$ cat config.mk
export PLATFORM = sky130hd
export DESIGN_NAME = nzcv_flag_unit
export DESIGN_NICKNAME = d
export VERILOG_FILES = /design/src/rtl/nzcv_flag_unit_pkg.sv /design/src/rtl/nzcv_flag_unit_timer.sv /design/src/rtl/nzcv_flag_unit.sv
export SDC_FILE = /design/constraint.sdc
export NUM_CORES = 1
export LEC_CHECK = 0
export CAP_MARGIN = 20
export CELL_PAD_IN_SITES_DETAIL_PLACEMENT = 0
export CELL_PAD_IN_SITES_GLOBAL_PLACEMENT = 1
export CORE_ASPECT_RATIO = 0.9
export CORE_MARGIN = 2
export CORE_UTILIZATION = 31
export CTS_CLUSTER_DIAMETER = 40
export DETAILED_ROUTE_END_ITERATION = 12
export GPL_ROUTABILITY_DRIVEN = 0
export GPL_TIMING_DRIVEN = 0
export PLACE_DENSITY = 0.74
export SETUP_SLACK_MARGIN = 0.4
export SYNTH_ARGS = -nofsm -noshare
export SYNTH_HDL_FRONTEND = slang
export SYNTH_SLANG_ARGS = --single-unit
export TNS_END_PERCENT = 1
$ cat constraint.sdc
create_clock -name clk -period 1.6 [get_ports clk]
set_input_delay 0.32 -clock clk [delete_from_list [all_inputs] [get_ports clk]]
set_output_delay 0.32 -clock clk [all_outputs]
set_load 0.05 [all_outputs]
$ cat src/rtl/nzcv_flag_unit_pkg.sv
// Shared definitions for the NZCV flag holder and the condition tester:
// flag bit positions, flag-unit state encoding and ARM-style condition codes.
package nzcv_flag_unit_pkg;

    localparam int FLAG_N = 3;
    localparam int FLAG_Z = 2;
    localparam int FLAG_C = 1;
    localparam int FLAG_V = 0;

    typedef enum logic {
        ST_IDLE = 1'b0,
        ST_PEND = 1'b1
    } flag_state_e;

    localparam logic [3:0] COND_EQ = 4'h0;
    localparam logic [3:0] COND_NE = 4'h1;
    localparam logic [3:0] COND_CS = 4'h2;
    localparam logic [3:0] COND_CC = 4'h3;
    localparam logic [3:0] COND_MI = 4'h4;
    localparam logic [3:0] COND_PL = 4'h5;
    localparam logic [3:0] COND_VS = 4'h6;
    localparam logic [3:0] COND_VC = 4'h7;
    localparam logic [3:0] COND_HI = 4'h8;
    localparam logic [3:0] COND_LS = 4'h9;
    localparam logic [3:0] COND_GE = 4'hA;
    localparam logic [3:0] COND_LT = 4'hB;
    localparam logic [3:0] COND_GT = 4'hC;
    localparam logic [3:0] COND_LE = 4'hD;
    localparam logic [3:0] COND_AL = 4'hE;

    // Evaluates a condition code against a set of flags; used by the condition tester.
    function automatic logic cond_pass(input logic [3:0] cond, input logic [3:0] flags);
        logic n;
        logic z;
        logic c;
        logic v;
        logic pass;
        n = flags[FLAG_N];
        z = flags[FLAG_Z];
        c = flags[FLAG_C];
        v = flags[FLAG_V];
        case (cond)
            COND_EQ: pass = z;
            COND_NE: pass = ~z;
            COND_CS: pass = c;
            COND_CC: pass = ~c;
            COND_MI: pass = n;
            COND_PL: pass = ~n;
            COND_VS: pass = v;
            COND_VC: pass = ~v;
            COND_HI: pass = c & ~z;
            COND_LS: pass = ~c | z;
            COND_GE: pass = (n == v);
            COND_LT: pass = (n != v);
            COND_GT: pass = ~z & (n == v);
            COND_LE: pass = z | (n != v);
            default: pass = 1'b1;
        endcase
        return pass;
    endfunction

endpackage

$ cat src/rtl/nzcv_flag_unit_timer.sv
// Multiply-latency counter: loaded with MUL_LAT at issue, counts down while
// the flag unit waits, and flags the final pending cycle.
module mul_flag_timer #(
    parameter int MUL_LAT = 3
) (
    input  logic clk,
    input  logic reset,
    input  logic load_i,
    input  logic abort_i,
    input  logic run_i,
    output logic expire_o
);

    localparam int CNT_W = $clog2(MUL_LAT + 1);

    logic [CNT_W-1:0] cnt_q;
    logic [CNT_W-1:0] cnt_d;

    // Abort clears the count, issue loads the full latency, otherwise count down while running.
    always_comb begin
        cnt_d = cnt_q;
        if (abort_i) begin
            cnt_d = '0;
        end else if (load_i) begin
            cnt_d = CNT_W'(MUL_LAT);
        end else if (run_i && (cnt_q != '0)) begin
            cnt_d = cnt_q - CNT_W'(1);
        end
    end

    // Counter register, cleared by the asynchronous reset.
    always_ff @(posedge clk or posedge reset) begin
        if (reset) begin
            cnt_q <= '0;
        end else begin
            cnt_q <= cnt_d;
        end
    end

    assign expire_o = run_i && (cnt_q == CNT_W'(1));

endmodule

$ cat src/rtl/nzcv_flag_unit.sv
// Architectural NZCV flag holder: commits ALU and delayed multiplier flags,
// forwards in-flight ALU flags to decode, stalls decode while multiply flags
// are outstanding, and keeps a shadow copy for exception entry/return.
module nzcv_flag_unit
    import nzcv_flag_unit_pkg::*;
#(
    parameter int MUL_LAT = 3
) (
    input  logic       clk,
    input  logic       reset,
    input  logic       ex_valid,
    input  logic       ex_s_bit,
    input  logic       ex_is_mul,
    input  logic [3:0] alu_flags,
    input  logic [3:0] mul_flags,
    input  logic       id_needs_flags,
    input  logic       id_sets_flags,
    input  logic       exc_entry,
    input  logic       exc_return,
    output logic [3:0] flags_out,
    output logic [3:0] saved_flags,
    output logic       mul_pending,
    output logic       flag_stall
);

    flag_state_e state_q;
    flag_state_e state_d;
    logic [3:0]  flags_q;
    logic [3:0]  flags_d;
    logic [3:0]  saved_q;
    logic [3:0]  saved_d;
    logic        alu_wr;
    logic        mul_iss;
    logic        timer_load;
    logic        timer_abort;
    logic        timer_expire;
    logic        in_pend;

    assign alu_wr  = ex_valid & ex_s_bit & ~ex_is_mul;
    assign mul_iss = ex_valid & ex_s_bit & ex_is_mul;
    assign in_pend = (state_q == ST_PEND);

    mul_flag_timer #(
        .MUL_LAT (MUL_LAT)
    ) u_timer (
        .clk      (clk),
        .reset    (reset),
        .load_i   (timer_load),
        .abort_i  (timer_abort),
        .run_i    (in_pend),
        .expire_o (timer_expire)
    );

    // Prioritised flag update: exception entry, exception return, multiply commit, then ALU/issue.
    always_comb begin
        state_d     = state_q;
        flags_d     = flags_q;
        saved_d     = saved_q;
        timer_load  = 1'b0;
        timer_abort = 1'b0;
        if (exc_entry) begin
            saved_d     = flags_q;
            state_d     = ST_IDLE;
            timer_abort = 1'b1;
        end else begin
            if (state_q == ST_PEND) begin
                if (timer_expire) begin
                    flags_d = mul_flags;
                    state_d = ST_IDLE;
                end
            end else if (!exc_return) begin
                if (alu_wr) begin
                    flags_d = alu_flags;
                end
                if (mul_iss) begin
                    state_d    = ST_PEND;
                    timer_load = 1'b1;
                end
            end
            if (exc_return) begin
                flags_d = saved_q;
            end
        end
    end

    // State, live flags and shadow flags, all cleared by the asynchronous reset.
    always_ff @(posedge clk or posedge reset) begin
        if (reset) begin
            state_q <= ST_IDLE;
            flags_q <= 4'b0000;
            saved_q <= 4'b0000;
        end else begin
            state_q <= state_d;
            flags_q <= flags_d;
            saved_q <= saved_d;
        end
    end

    // Same-cycle forwarding of ALU flags to the condition tester, forced to zero in reset.
    always_comb begin
        flags_out = flags_q;
        if (reset) begin
            flags_out = 4'b0000;
        end else if ((state_q == ST_IDLE) && alu_wr) begin
            flags_out = alu_flags;
        end
    end

    assign saved_flags = saved_q;
    assign mul_pending = in_pend;
    assign flag_stall  = in_pend & (id_needs_flags | id_sets_flags);

endmodule

==> metrics <==
Syn Nets=81; RSZ-0062 raised after global routing=true; DR vias/cell=4.85; GR Overflow Total=0; worst rel slew slack=~70%; Hold Path Cell Cnt=2; n_diodes=0; Initial Utilization=a little under a third; Compound-Gate Fraction of Synth Area=9.14%; # fillers=187; I/O Buffers=24; path depth of the worst reg2reg path=5; Seq/Total Area, Yosys=40.2%; synthesized cell area=approximately 680 um2; Non-Filler Instances=118; Startpoint Class=register; Final min period=approximately 2.0 ns; final setup fails=8; worst-path maximum fanout=4; via count=572; drt initial violations=3; Hold Buf Count CTS=0; critical path type=reg -> out; peak supply drop=between 0.7 and 0.8 mV; Arr. time, crit path=1.72 ns; Longest Clk Path Bufs=2; Slew @ Worst Pin=0.482 ns; Nets=111; Syn Area/Cell=~11 um2; MaxCap Viol Count=0; flops & latches, synth=11; FF-to-FF setup slack=-0.05 ns; slowest CP cell=dfrtp_2; Tcrit/Tclk final=127%; most frequent cells in the layout=clkdlybuf4s50_1 (13), dfrtp_1 (10), buf_6 (9), mux2_2 (7); Max Clk Rate=between 0.4 and 0.5 GHz; Sum Neg Setup Slack=-1.89 ns; Total GRT Usage=14.2%; clk sinks=11; clock insertion delay at the later pin of the skew report=about 0.27 ns; failing checks=negative setup slack; total area of sequential cells=277 um2; Netlist cell types=23; final worst slack=-0.440 ns; number of buffers created by CTS=3; Post-Synth Simple-Gate Area=13.5%; commonest non-fill, non-tap cell in the layout=clkdlybuf4s50_1; WHS=0.473 ns; Max H-tree Level=1; Power Density=1080 mW/mm2; Clock transition at path regs=0.07 ns; Inst Count DP=approximately 110; area growth from synthesis to layout=62.2%; number of global-route vias before repair=550; root buffer cell=clkbuf_4; Static Leak=0.439 nW; HP Class=in -> reg; layout cell share with drive strength beyond 1=38.5%; area of the multi-input gates=450 um2; first-pass GRT wire length=2.62 mm; Pins Over Slew Limit=0; Pre-antenna DRT Iters=4; Synth Area in Adders=3.66%; slowest stage delay, CP=0.41 ns; pin count of the biggest net entering global routing=12; Warnings, synthesis=0; hpwl dp=1.12 mm; reg2reg end=flags_q[2]; CTS tree=yes; Die H=48.6 um; site row count=16; post-synthesis mux area share=26.5%; initial antenna violation count=0; Hold Fails Final Rpt=0; Syn Inst Count=62; DIE AREA=roughly 0.0026 mm2; Hold Crit Endpoint=mul_pending; worst path required time=1.28 ns; Core ar.=between 0.002 and 0.0025 mm2; Post-Route WL=1.56 mm; Ports=27; crit-path cells=buf_6, and4bb_2, clkbuf_16, mux2i_4, nor2_4, buf_8; total power=around 0.0012 W; Worst setup EP type=output port; worst r2r src=mul_pending; Remaining DRCs=0; setup skew after layout=0.00778 ns; Final Util=51.8%; final antenna-violating net count=0; worst hold path startpoint=exc_entry; largest family of logic cells by synthesized area=multiplexers; Die Wd=about 54 um; status=complete, but fails checks; Synth Area in XOR/XNOR=1.28%; Routed WL per cell=13.2 um
-- worst max-delay path by stage --
stage	from	to	slack (ns)	depth (start not counted)
floorplan	mul_pending	flags_out[0]	-0.23	5
global placement	ex_is_mul	flags_out[0]	-1.00	6
detailed placement	ex_is_mul	flags_out[0]	-1.00	6
CTS	mul_pending	flags_out[0]	-0.45	6
global route	mul_pending	flags_out[2]	-0.52	6
finish	mul_pending	flags_out[2]	-0.44	6
-- logic make-up (layout without fill, tap and decap cells) --
| kind of cell | Yosys count | count (layout) |
|---|---|---|
| mux | 17 | 17 |
| simple gates | 15 | 15 |
| flops | 11 | 11 |
| compound gates | 9 | 9 |
| buf+inv | 7 | 36 |
| fa+ha+maj | 2 | 2 |
| xor+xnor | 1 | 1 |
-- critical path, delay by kind of cell (launching register included) --
kind,cells,cell delay (ns)
flip-flops,1,0.41
multiplexers,1,0.24
buffers and inverters,3,0.45
AND/OR/NAND/NOR,2,0.35
-- registers in the layout (all words and copies together), names as in the netlist --
signal         count
mul_pending        1
u_timer.cnt_q      2
saved_flags        4
flags_q            4
-- metrics by stage --
step           area [um2]  setup WS (ns)
2_1_floorplan         739         -0.228
3_3_place_gp         1010          -1.00
3_5_place_dp         1010          -1.00
4_1_cts              1100         -0.453
5_1_grt              1110         -0.517
6_report             1110         -0.440
-- cell type report --
cell class | count | area share, %
multi-input combinational | 44 | 40.6
sequential | 11 | 24.9
timing repair buffer | 25 | 23.8
buffer | 4 | 4.28
tap | 27 | 3.04
clock buffer | 4 | 2.37
inverter | 3 | 1.01
-- timing repair --
action / 4_1_cts / 5_1_grt
endpoints found under the setup margin: 17 / 17
buffers inserted: 1 / 0
gates resized for setup: 67 / 4
pin swaps: 4 / 2
gates cloned: 0 / 0
-- where the power goes --
| part | internal, W | switching (W) |
|---|---|---|
| Clock | 0.0000967 | 0.0000963 |
| Sequential | 0.000347 | 0.0000726 |
| Combinational | 0.000266 | 0.000324 |
| Total | 0.000710 | 0.000492 |
-- synth_stat cells --
library cell | n | area share, %
nor3b_4 | 1 | 2.7
dfrtp_1 | 11 | 40
o21ai_0 | 4 | 2.9
buf_6 | 1 | 1.6
nor2b_1 | 1 | 0.91
o21a_1 | 1 | 1.1
and4bb_2 | 1 | 1.8
nand4_1 | 1 | 0.91
or2b_1 | 1 | 1.1
nand3b_1 | 1 | 1.1
xnor2_1 | 1 | 1.3
buf_4 | 1 | 1.1
inv_1 | 3 | 1.6
nand2_1 | 4 | 2.2
clkbuf_2 | 1 | 0.73
mux2i_1 | 8 | 12
clkbuf_1 | 1 | 0.55
nor2_1 | 5 | 2.7
mux2_2 | 7 | 12
a211oi_4 | 1 | 2.9
ha_1 | 2 | 3.7
mux2_1 | 2 | 3.3
a21oi_1 | 3 | 2.2
-- routing by layer --
layer	GRT usage [%]	part of all wire, %	vias to the layer above
li1	-	-	278
met1	18.2	45	275
met2	21.8	47	16
met3	5.86	6.8	3
met4	3.85	0.64	0
met5	0	0	-
No activity file was read; power rests on OpenSTA's default activity.
